File: src/rtl/lock_pkg.sv
// Shared types and helpers for the lock key loader: FSM states, default key width,
// frame parity and the key-bit to core key-input mapping.
package lock_pkg;

    localparam int unsigned KEY_W_DEF = 12;

    // key[i] drives core key input s_{i + KEY_S_BASE}
    localparam int unsigned KEY_S_BASE = 0;

    typedef enum logic [2:0] {
        ST_IDLE,
        ST_SHIFT,
        ST_CHECK,
        ST_LOADED,
        ST_ERROR
    } state_e;

    // XOR of every frame bit; zero means the frame has even parity
    function automatic logic frame_parity(input logic [63:0] bits);
        return ^bits;
    endfunction

    function automatic int unsigned s_index(input int unsigned key_bit);
        return key_bit + KEY_S_BASE;
    endfunction

endpackage

File: src/rtl/lock_key_shreg.sv
// LSB-first frame shift register (data bits then parity) with a count of bits taken.
module lock_key_shreg #(
    parameter int unsigned KEY_W = 12,
    localparam int unsigned CNT_W = $clog2(KEY_W + 2)
) (
    input  logic             clk,
    input  logic             rst,
    input  logic             clr,
    input  logic             shift_en,
    input  logic             sdi,
    output logic [KEY_W:0]   data,
    output logic [CNT_W-1:0] cnt
);

    logic [KEY_W:0]   data_q, data_d;
    logic [CNT_W-1:0] cnt_q, cnt_d;

    // New bits enter at the top so the first bit ends up in data[0]
    always_comb begin
        data_d = data_q;
        cnt_d  = cnt_q;
        if (clr) begin
            data_d = '0;
            cnt_d  = '0;
        end else if (shift_en) begin
            data_d = {sdi, data_q[KEY_W:1]};
            cnt_d  = cnt_q + CNT_W'(1);
        end
    end

    always_ff @(posedge clk) begin
        if (rst) begin
            data_q <= '0;
            cnt_q  <= '0;
        end else begin
            data_q <= data_d;
            cnt_q  <= cnt_d;
        end
    end

    assign data = data_q;
    assign cnt  = cnt_q;

endmodule

File: src/rtl/lock_key_loader.sv
// Serial key frame receiver for a logic-locked core: checks parity and inter-bit gap,
// then holds the accepted key on a registered parallel bus (all zeros until then).
module lock_key_loader
    import lock_pkg::*;
#(
    parameter int unsigned KEY_W     = KEY_W_DEF,
    parameter int unsigned TIMEOUT   = 64,
    parameter bit          RELOAD_EN = 1'b0
) (
    input  logic             clk,
    input  logic             rst,
    input  logic             start,
    input  logic             sdi,
    input  logic             sdi_valid,
    output logic [KEY_W-1:0] key,
    output logic             key_ready,
    output logic             key_err,
    output logic             busy
);

    localparam int unsigned CNT_W = $clog2(KEY_W + 2);
    localparam int unsigned GAP_W = $clog2(TIMEOUT + 1);

    state_e           state_q, state_d;
    logic [KEY_W-1:0] key_q, key_d;
    logic             key_ready_q, key_ready_d;
    logic             key_err_q, key_err_d;
    logic             busy_q, busy_d;
    logic [GAP_W-1:0] gap_q, gap_d;

    logic             sr_clr;
    logic             sr_shift;
    logic [KEY_W:0]   sr_data;
    logic [CNT_W-1:0] sr_cnt;

    lock_key_shreg #(
        .KEY_W (KEY_W)
    ) u_shreg (
        .clk      (clk),
        .rst      (rst),
        .clr      (sr_clr),
        .shift_en (sr_shift),
        .sdi      (sdi),
        .data     (sr_data),
        .cnt      (sr_cnt)
    );

    always_comb begin
        state_d     = state_q;
        key_d       = key_q;
        key_ready_d = key_ready_q;
        key_err_d   = key_err_q;
        gap_d       = gap_q;
        sr_clr      = 1'b0;
        sr_shift    = 1'b0;

        unique case (state_q)
            ST_IDLE: begin
                if (start) begin
                    state_d   = ST_SHIFT;
                    sr_clr    = 1'b1;
                    gap_d     = '0;
                    key_err_d = 1'b0;
                end
            end

            ST_SHIFT: begin
                if (start) begin
                    sr_clr = 1'b1;
                    gap_d  = '0;
                end else if (sdi_valid) begin
                    sr_shift = 1'b1;
                    gap_d    = '0;
                    if (sr_cnt == CNT_W'(KEY_W)) begin
                        state_d = ST_CHECK;
                    end
                end else begin
                    if (gap_q != GAP_W'(TIMEOUT)) begin
                        gap_d = gap_q + GAP_W'(1);
                    end
                    // This idle cycle is the TIMEOUT-th in a row
                    if (gap_q == GAP_W'(TIMEOUT - 1)) begin
                        state_d   = ST_ERROR;
                        key_d     = '0;
                        key_ready_d = 1'b0;
                        key_err_d = 1'b1;
                    end
                end
            end

            ST_CHECK: begin
                if (frame_parity(64'(sr_data)) == 1'b0) begin
                    state_d     = ST_LOADED;
                    key_ready_d = 1'b1;
                    for (int unsigned i = 0; i < KEY_W; i++) begin
                        key_d[s_index(i)] = sr_data[i];
                    end
                end else begin
                    state_d     = ST_ERROR;
                    key_d       = '0;
                    key_ready_d = 1'b0;
                    key_err_d   = 1'b1;
                end
            end

            ST_LOADED: begin
                // Reloading relocks the core until the new frame checks out
                if (start && RELOAD_EN) begin
                    state_d     = ST_SHIFT;
                    sr_clr      = 1'b1;
                    gap_d       = '0;
                    key_d       = '0;
                    key_ready_d = 1'b0;
                end
            end

            ST_ERROR: begin
                key_d       = '0;
                key_ready_d = 1'b0;
                if (start) begin
                    state_d   = ST_SHIFT;
                    sr_clr    = 1'b1;
                    gap_d     = '0;
                    key_err_d = 1'b0;
                end
            end

            default: begin
                state_d     = ST_IDLE;
                key_d       = '0;
                key_ready_d = 1'b0;
                key_err_d   = 1'b0;
                gap_d       = '0;
            end
        endcase

        busy_d = (state_d == ST_SHIFT) || (state_d == ST_CHECK);
    end

    always_ff @(posedge clk) begin
        if (rst) begin
            state_q     <= ST_IDLE;
            key_q       <= '0;
            key_ready_q <= 1'b0;
            key_err_q   <= 1'b0;
            busy_q      <= 1'b0;
            gap_q       <= '0;
        end else begin
            state_q     <= state_d;
            key_q       <= key_d;
            key_ready_q <= key_ready_d;
            key_err_q   <= key_err_d;
            busy_q      <= busy_d;
            gap_q       <= gap_d;
        end
    end

    assign key       = key_q;
    assign key_ready = key_ready_q;
    assign key_err   = key_err_q;
    assign busy      = busy_q;

endmodule

File: config.mk
export PLATFORM = sky130hd
export DESIGN_NAME = lock_key_loader
export DESIGN_NICKNAME = d
export VERILOG_FILES = /design/src/rtl/lock_pkg.sv /design/src/rtl/lock_key_shreg.sv /design/src/rtl/lock_key_loader.sv
export SDC_FILE = /design/constraint.sdc
export NUM_CORES = 1
export LEC_CHECK = 0
export ABC_AREA = 1
export CORE_ASPECT_RATIO = 1.2
export CORE_MARGIN = 3
export CORE_UTILIZATION = 50
export CTS_CLUSTER_DIAMETER = 60
export DETAILED_ROUTE_END_ITERATION = 7
export GPL_ROUTABILITY_DRIVEN = 0
export PLACE_DENSITY = 0.71
export SYNTH_ARGS = -nofsm -noshare
export SYNTH_HDL_FRONTEND = slang
export SYNTH_SLANG_ARGS = --single-unit
File: constraint.sdc
create_clock -name clk -period 3.6 [get_ports clk]
set_input_delay 0.72 -clock clk [delete_from_list [all_inputs] [get_ports clk]]
set_output_delay 0.72 -clock clk [all_outputs]
set_load 0.01 [all_outputs]
[Yosys cells after proc, flatten, opt, wreduce, memory -nomap -nowiden]
Index checks and enable logic that the tools add are counted.
Word-level totals
  memories: 0
  register bits after elaboration: 42
  bits in latches: 0
  RAM bits: 0
  bits in read-only memories: 0
Cells by class
  reduce and logical (&&, ||, !) cells: 11
  magnitude comparators: 0
  muxes and demuxes: 33
  divide/modulo/power cells: 0
  add/sub/neg operators: 2
  bitwise logic cells: 3
  eq/ne operators: 15
  multipliers: 0
  shift-type cells: 0
Operators with widths (number)
  $reduce_xor A64 Y1: 1
  $mux W12: 4
  $pmux W12 S3: 1
  $mux W7: 4
  $pmux W7 S3: 1
  $mux W3: 6
  $mux W1: 14
  $pmux W3 S4: 1
  $eq A3 B2 Y1 const B: 3
  $ne A2 B2 Y1 const B: 4
  $reduce_or A2 Y1: 4
  $add A7 B1 Y7 const B: 1
  $eq A7 B6 Y1 const B: 1
  $ne A7 B7 Y1 const B: 1
  $eq A3 B1 Y1 const B: 2
  $reduce_and A6 Y1: 1
  $add A4 B1 Y4 const B: 1
  $eq A4 B4 Y1 const B: 1
  $ne A4 B4 Y1 const B: 1
  $pmux W1 S4: 1
  $reduce_and A4 Y1: 1
  $eq A3 B3 Y1 const B: 1
  $logic_not A3 Y1: 1
  $not A1 Y1: 3
  other kinds (5): 5

[Depth between registers and ports, before layout]
  depth in word-level cells: 7
  depth in mapped cells: 14
  depth with buffers taken out: 13

[Modules after synthesis]
A second synthesis with hierarchy kept.
Second synthesis, totals
  cell total of the unflattened synthesis: 316
  area, all modules: 2168.3 sq um
By module, submodules not included
  lock_key_loader: area an instance 1525.2 sq um, cells an instance 237, times used 1
  lock_key_shreg: area an instance 643.1 sq um, cells an instance 79, times used 1

[Least setup slack after synthesis]
Ideal clock, no wire load.
  path type: reg2reg
  start: register gap_q[1]
  end: register key_q[0] (netlist: key[0])
  arrival: 1429 ps
  cell stages (with the launch flop): 12
  path slack: 2039 ps
  clock period less this slack: 1561 ps
  buffers on the path: 1
  data required time: 3468 ps
  cells stage by stage: dfxtp_1 > ha_1 > nand2_1 > nor2_2 > nand3_1 > nor2_2 > nand2_1 > nand2_1 > o211ai_2 > buf_2 > nand2_1 > a21oi_1
Between the ends
  cells in the longest elaborated chain, start to end: 3
RTL lines
  from (decl): line lock_key_loader.sv:29  | logic [GAP_W-1:0] gap_q, gap_d;
  from (signal assigned): line lock_key_loader.sv:154  | gap_q <= gap_d;
  $eq A7 B6 Y1: line lock_key_loader.sv:82  | if (gap_q == GAP_W'(TIMEOUT - 1)) begin
  $ne A2 B2 Y1 (no line)
  $reduce_and A4 Y1 (no line)
  to (signal assigned): line lock_key_loader.sv:150  | key_q <= key_d;
  to (decl): line lock_key_loader.sv:25  | logic [KEY_W-1:0] key_q, key_d;
Every way passes these cells.
A chain may end at the register's enable or synchronous reset.

[Worst setup path in the final report]
  start: input port rst
  end: register u_shreg.data_q[8] (netlist: u_shreg.data[8])
Between the ends
  cells in the longest elaborated chain, start to end: 1
RTL lines
  from (decl): line lock_key_loader.sv:11  | input logic rst,
  $reduce_or A2 Y1 (no line)
  to (signal assigned): line lock_key_shreg.sv:36  | data_q <= data_d;
  to (decl): line lock_key_shreg.sv:15  | logic [KEY_W:0] data_q, data_d;
Every way passes these cells.

==> results by stage <==
Status:
- The run finished with clean final reports.

Finish:
- The area growth from synthesis to layout is 15.9%.
- The antenna diode count is 0.
- The most common library cell in the layout ignoring fill and taps is nand2_1.
- Fill cells in the final layout number between 300 and 400.
- The total number of nets in the final design is approximately 330.
- Leaving out fill and tap cells, the most frequent cells in the layout are 94 x nand2_1, 42 x dfxtp_1, 39 x inv_1.
- In the final layout, the share of cells above drive strength 1 is 0.0694.

Detailed routing:
- The detailed-route vias per instance is a little under 5.
- In the final routing, the length of wire on met1 measures between 1500 and 2000 microns.
- The highest metal layer carrying signal wires in the routed design is met4.
- The count of nets left with antenna violations once routing finished came out at 0.
- Dividing the detail-routed wire length by the instance count gives 10.9 microns.
- The sum of routed wire length over all layers is 4020 microns.
- The number of optimization iterations in the first detailed-route pass is 4.
- In the routed design, unresolved DRC markers number 0.
- For this block, the initial DRC count from the detailed router was 68.
- The sum of met3 wire segment lengths after detailed routing is between 100 and 150 microns.
- The count of vias placed by the detailed router is between 1500 and 2000.
- Summed over all nets, wire length on met2 after detailed routing comes to around 2000 microns.

STA:
- The number of pins exceeding their max-slew limit in the final report was 0.
- Based on the critical path, the design can be clocked at up to roughly 480 MHz.
- The setup skew after layout is a little under 7 ps.
- The final setup TNS is 0 ps.
- The total of endpoints with negative setup slack in the final report is 0.
- The slew of the pin with the lowest slew margin is between 600 and 700 ps.
- The clock period minus final worst setup slack is a little over 2000 ps.
- Hold timing on the final database bottoms out at a slack of roughly 470 ps.
- Setup repair after global routing left no endpoint under its margin.
- Dividing the final minimum period by the clock period gives 0.578.
- The relative slew slack is 0.545.
- The number of hold violations in the final report came to 0.

Yosys:
- After synthesis the netlist holds a flip-flop and latch count of 42.
- The number of warnings issued by yosys is 0.
- After synthesis, the cell types taking the most area are dfxtp_1 42%, nand2_1 18%, a21oi_1 8.7%.
- In this run, synthesis inferred 0 flip-flops with an integrated enable.
- The largest total area in the synthesized netlist belongs to dfxtp_1.
- The top cell type's share of synthesized area is 0.420.
- The synthesized netlist net count is ~300.
- Synthesis handed over a netlist of between 200 and 300 instances.
- After synthesis the cells add up to 0.00200 sq mm.
- Yosys mapped the design onto 26 distinct sky130hd cell types.
- The most instantiated flip-flop cell in the synthesis netlist is dfxtp_1.
- The share of the Yosys chip area taken by registers is 0.420.
- The share of synthesized registers carrying an async set or reset is 0.
- Each instance of the synthesized netlist takes up on average roughly 6.8 sq um.

Floorplan:
- The floorplan step set the die width to roughly 64 microns.
- During I/O placement, the number of pins put on the boundary was 20.
- The placeable core region is around 0.0038 sq mm.
- The die is about 75 microns tall.
- In this run the core area contains 24 standard-cell rows.
- The total die area is roughly 0.0048 sq mm.
- For this configuration, the core starts out at a cell density of 0.534.

Global route:
- The total global routing track utilization is 0.183.
- The global-route wire length before repair is between 6000 and 7000 microns.
- The number of antenna violations at the first check in global routing came to 0.
- After global routing the overflow that remains totals 0.
- The pin count of the biggest net entering global routing is 25.
- The number of global-route vias before repair is around 1600.

Setup path:
- The data required time of the critical path is roughly 3800 ps.
- The endpoint type of the worst setup path is a flip-flop.
- The cell class contributing the biggest share of worst-path delay is buffers and inverters.
- For the worst setup path, the data arrival time is about 2300 ps.
- The worst setup path is launched from an input port.
- Traced cell by cell, the critical path runs through clkdlybuf4s50_1, buf_4, nor2_1, inv_1, a211oi_1.
- The critical path is of the input port to flip-flop type.
- In this run the worst path has a maximum fanout of 19.
- The slowest library cell on the worst path is nor2_1.
- Counting both buffers and inverters, the worst setup path holds a total of 3.
- In this design, the stage delay of the slowest critical-path cell is roughly 550 ps.

Clock network:
- At the later pin of the worst-skew pair, clock insertion delay measures between 200 and 300 ps.
- The clock passes through at most 2 buffers.
- The clock-pin slew on the worst setup and hold paths is about 70 ps.
- After clock tree synthesis, the setup repair step added 0 buffers.
- The number of buffers added by the clock tree synthesis step is 5.
- The number of buffers inserted for hold repair after clock tree synthesis is 0.
- The maximum level of the CTS H-tree is 2.
- The count of instances resized after the clock tree is built is 0.
- The TritonCTS clock tree is done.
- The number of sinks driven by the clock tree is 42.
- The tree is rooted in a clkbuf_8.

Power:
- The internal power of the cells totals approximately 0.66 mW.
- The fraction of power consumed by combinational cells is 0.098.
- The portion of total power attributed to the clock network is 0.352.
- Across the VDD grid, the largest voltage drop is 0.235 mV.
- Summed over all cells, the static leakage comes to 0.932 nW.
- The switching component of the power is between 0.2 and 0.25 mW.
- The share of total power dissipated in sequential elements is 0.550.
- The power density relative to cell area is between 300 and 400 mW/mm^2.
- Of the total power, the share spent switching nets is 0.245.

Place:
- The final HPWL from detailed placement is 2970 microns.
- The port buffer count is 19.

Job:
- The reported max-cap violation count is 0.

Hold path:
- The kind of path behind the tightest hold check is flip-flop to flip-flop.
## sequential cells by signal, indices dropped and copies added (netlist names)
name / cells
u_shreg.cnt: 4
u_shreg.data: 13
key_err: 1
key: 12
state_q: 3
busy: 1
key_ready: 1
gap_q: 7
## worst paths after layout
check,startpoint,endpoint,slack [ps],depth (start not counted)
setup / recovery,rst,u_shreg.data[8],1520,5
setup reg to reg,gap_q[1],key[9],1760,10
hold reg to reg,key[2],key[2],470,2
hold / removal,key[2],key[2],470,2
## worst min-delay path, delay by kind of cell, from the launching register on
| family | cells | cell delay (ps) |
|---|---|---|
| and+or+nand+nor | 1 | 60 |
| DFF | 1 | 310 |
| AOI/OAI and AO/OA | 1 | 60 |
## synthesized netlist by cell type (2+ instances only)
| library cell | count |
|---|---|
| nand3_1 | 13 |
| nand2_1 | 94 |
| nor3_1 | 2 |
| ha_1 | 4 |
| dfxtp_1 | 42 |
| inv_2 | 3 |
| nand2_2 | 4 |
| inv_1 | 39 |
| clkbuf_1 | 4 |
| nor2_1 | 19 |
| xnor2_1 | 3 |
| o21ai_0 | 16 |
| nor2_2 | 4 |
| buf_2 | 2 |
| a21oi_1 | 35 |
| nand4_1 | 2 |
## kinds of logic (layout without fill, tap and decap cells)
| family | Yosys count | count (layout) | share of synthesized area |
|---|---|---|---|
| buffers and inverters | 49 | 70 | 0.0968 |
| and+or+nand+nor | 142 | 142 | 0.298 |
| adders and majority gates | 4 | 4 | 0.0250 |
| AOI/OAI and AO/OA | 55 | 55 | 0.143 |
| xor gates and xnor gates | 4 | 4 | 0.0175 |
| DFF | 42 | 42 | 0.420 |
## power by group through the flow
stage | Combinational (mW) | Sequential [mW] | Clock (mW)
floorplan | 0.0622 | 0.488 | 0
global placement | 0.0841 | 0.488 | 0
detailed placement | 0.0850 | 0.488 | 0
CTS | 0.0854 | 0.477 | 0.318
global route | 0.0968 | 0.478 | 0.332
finish | 0.0849 | 0.477 | 0.306
## per-stage QoR
step / power, mW / area [sq um] / instances / setup slack, ps / utilization
after floorplan: 0.550 / 2000 / 296 / 2040 / -
after global placement: 0.572 / 2230 / 361 / 1260 / 0.594
after detailed placement: 0.573 / 2230 / 361 / 1210 / 0.594
after CTS: 0.881 / 2320 / 369 / 1530 / 0.618
after global routing: 0.907 / 2320 / 369 / 1350 / 0.618
final: 0.868 / 2320 / 369 / 1520 / 0.618
## per-layer routing
metal / track usage / vias up
li1: - / 966
met1: 0.210 / 799
met2: 0.324 / 27
met3: 0.0442 / 7
met4: 0.0863 / 0
met5: 0 / -
## cell type report
type	count	area, sq um	share of cell area
clock buffer	7	86.3	0.0372
clock inverter	1	5.00	0.00216
inverter	42	158	0.0679
multi-input combinational	205	968	0.417
sequential	42	841	0.362
tap	52	65.1	0.0280
timing repair buffer	20	198	0.0852
(Power assumes the default switching activity.)
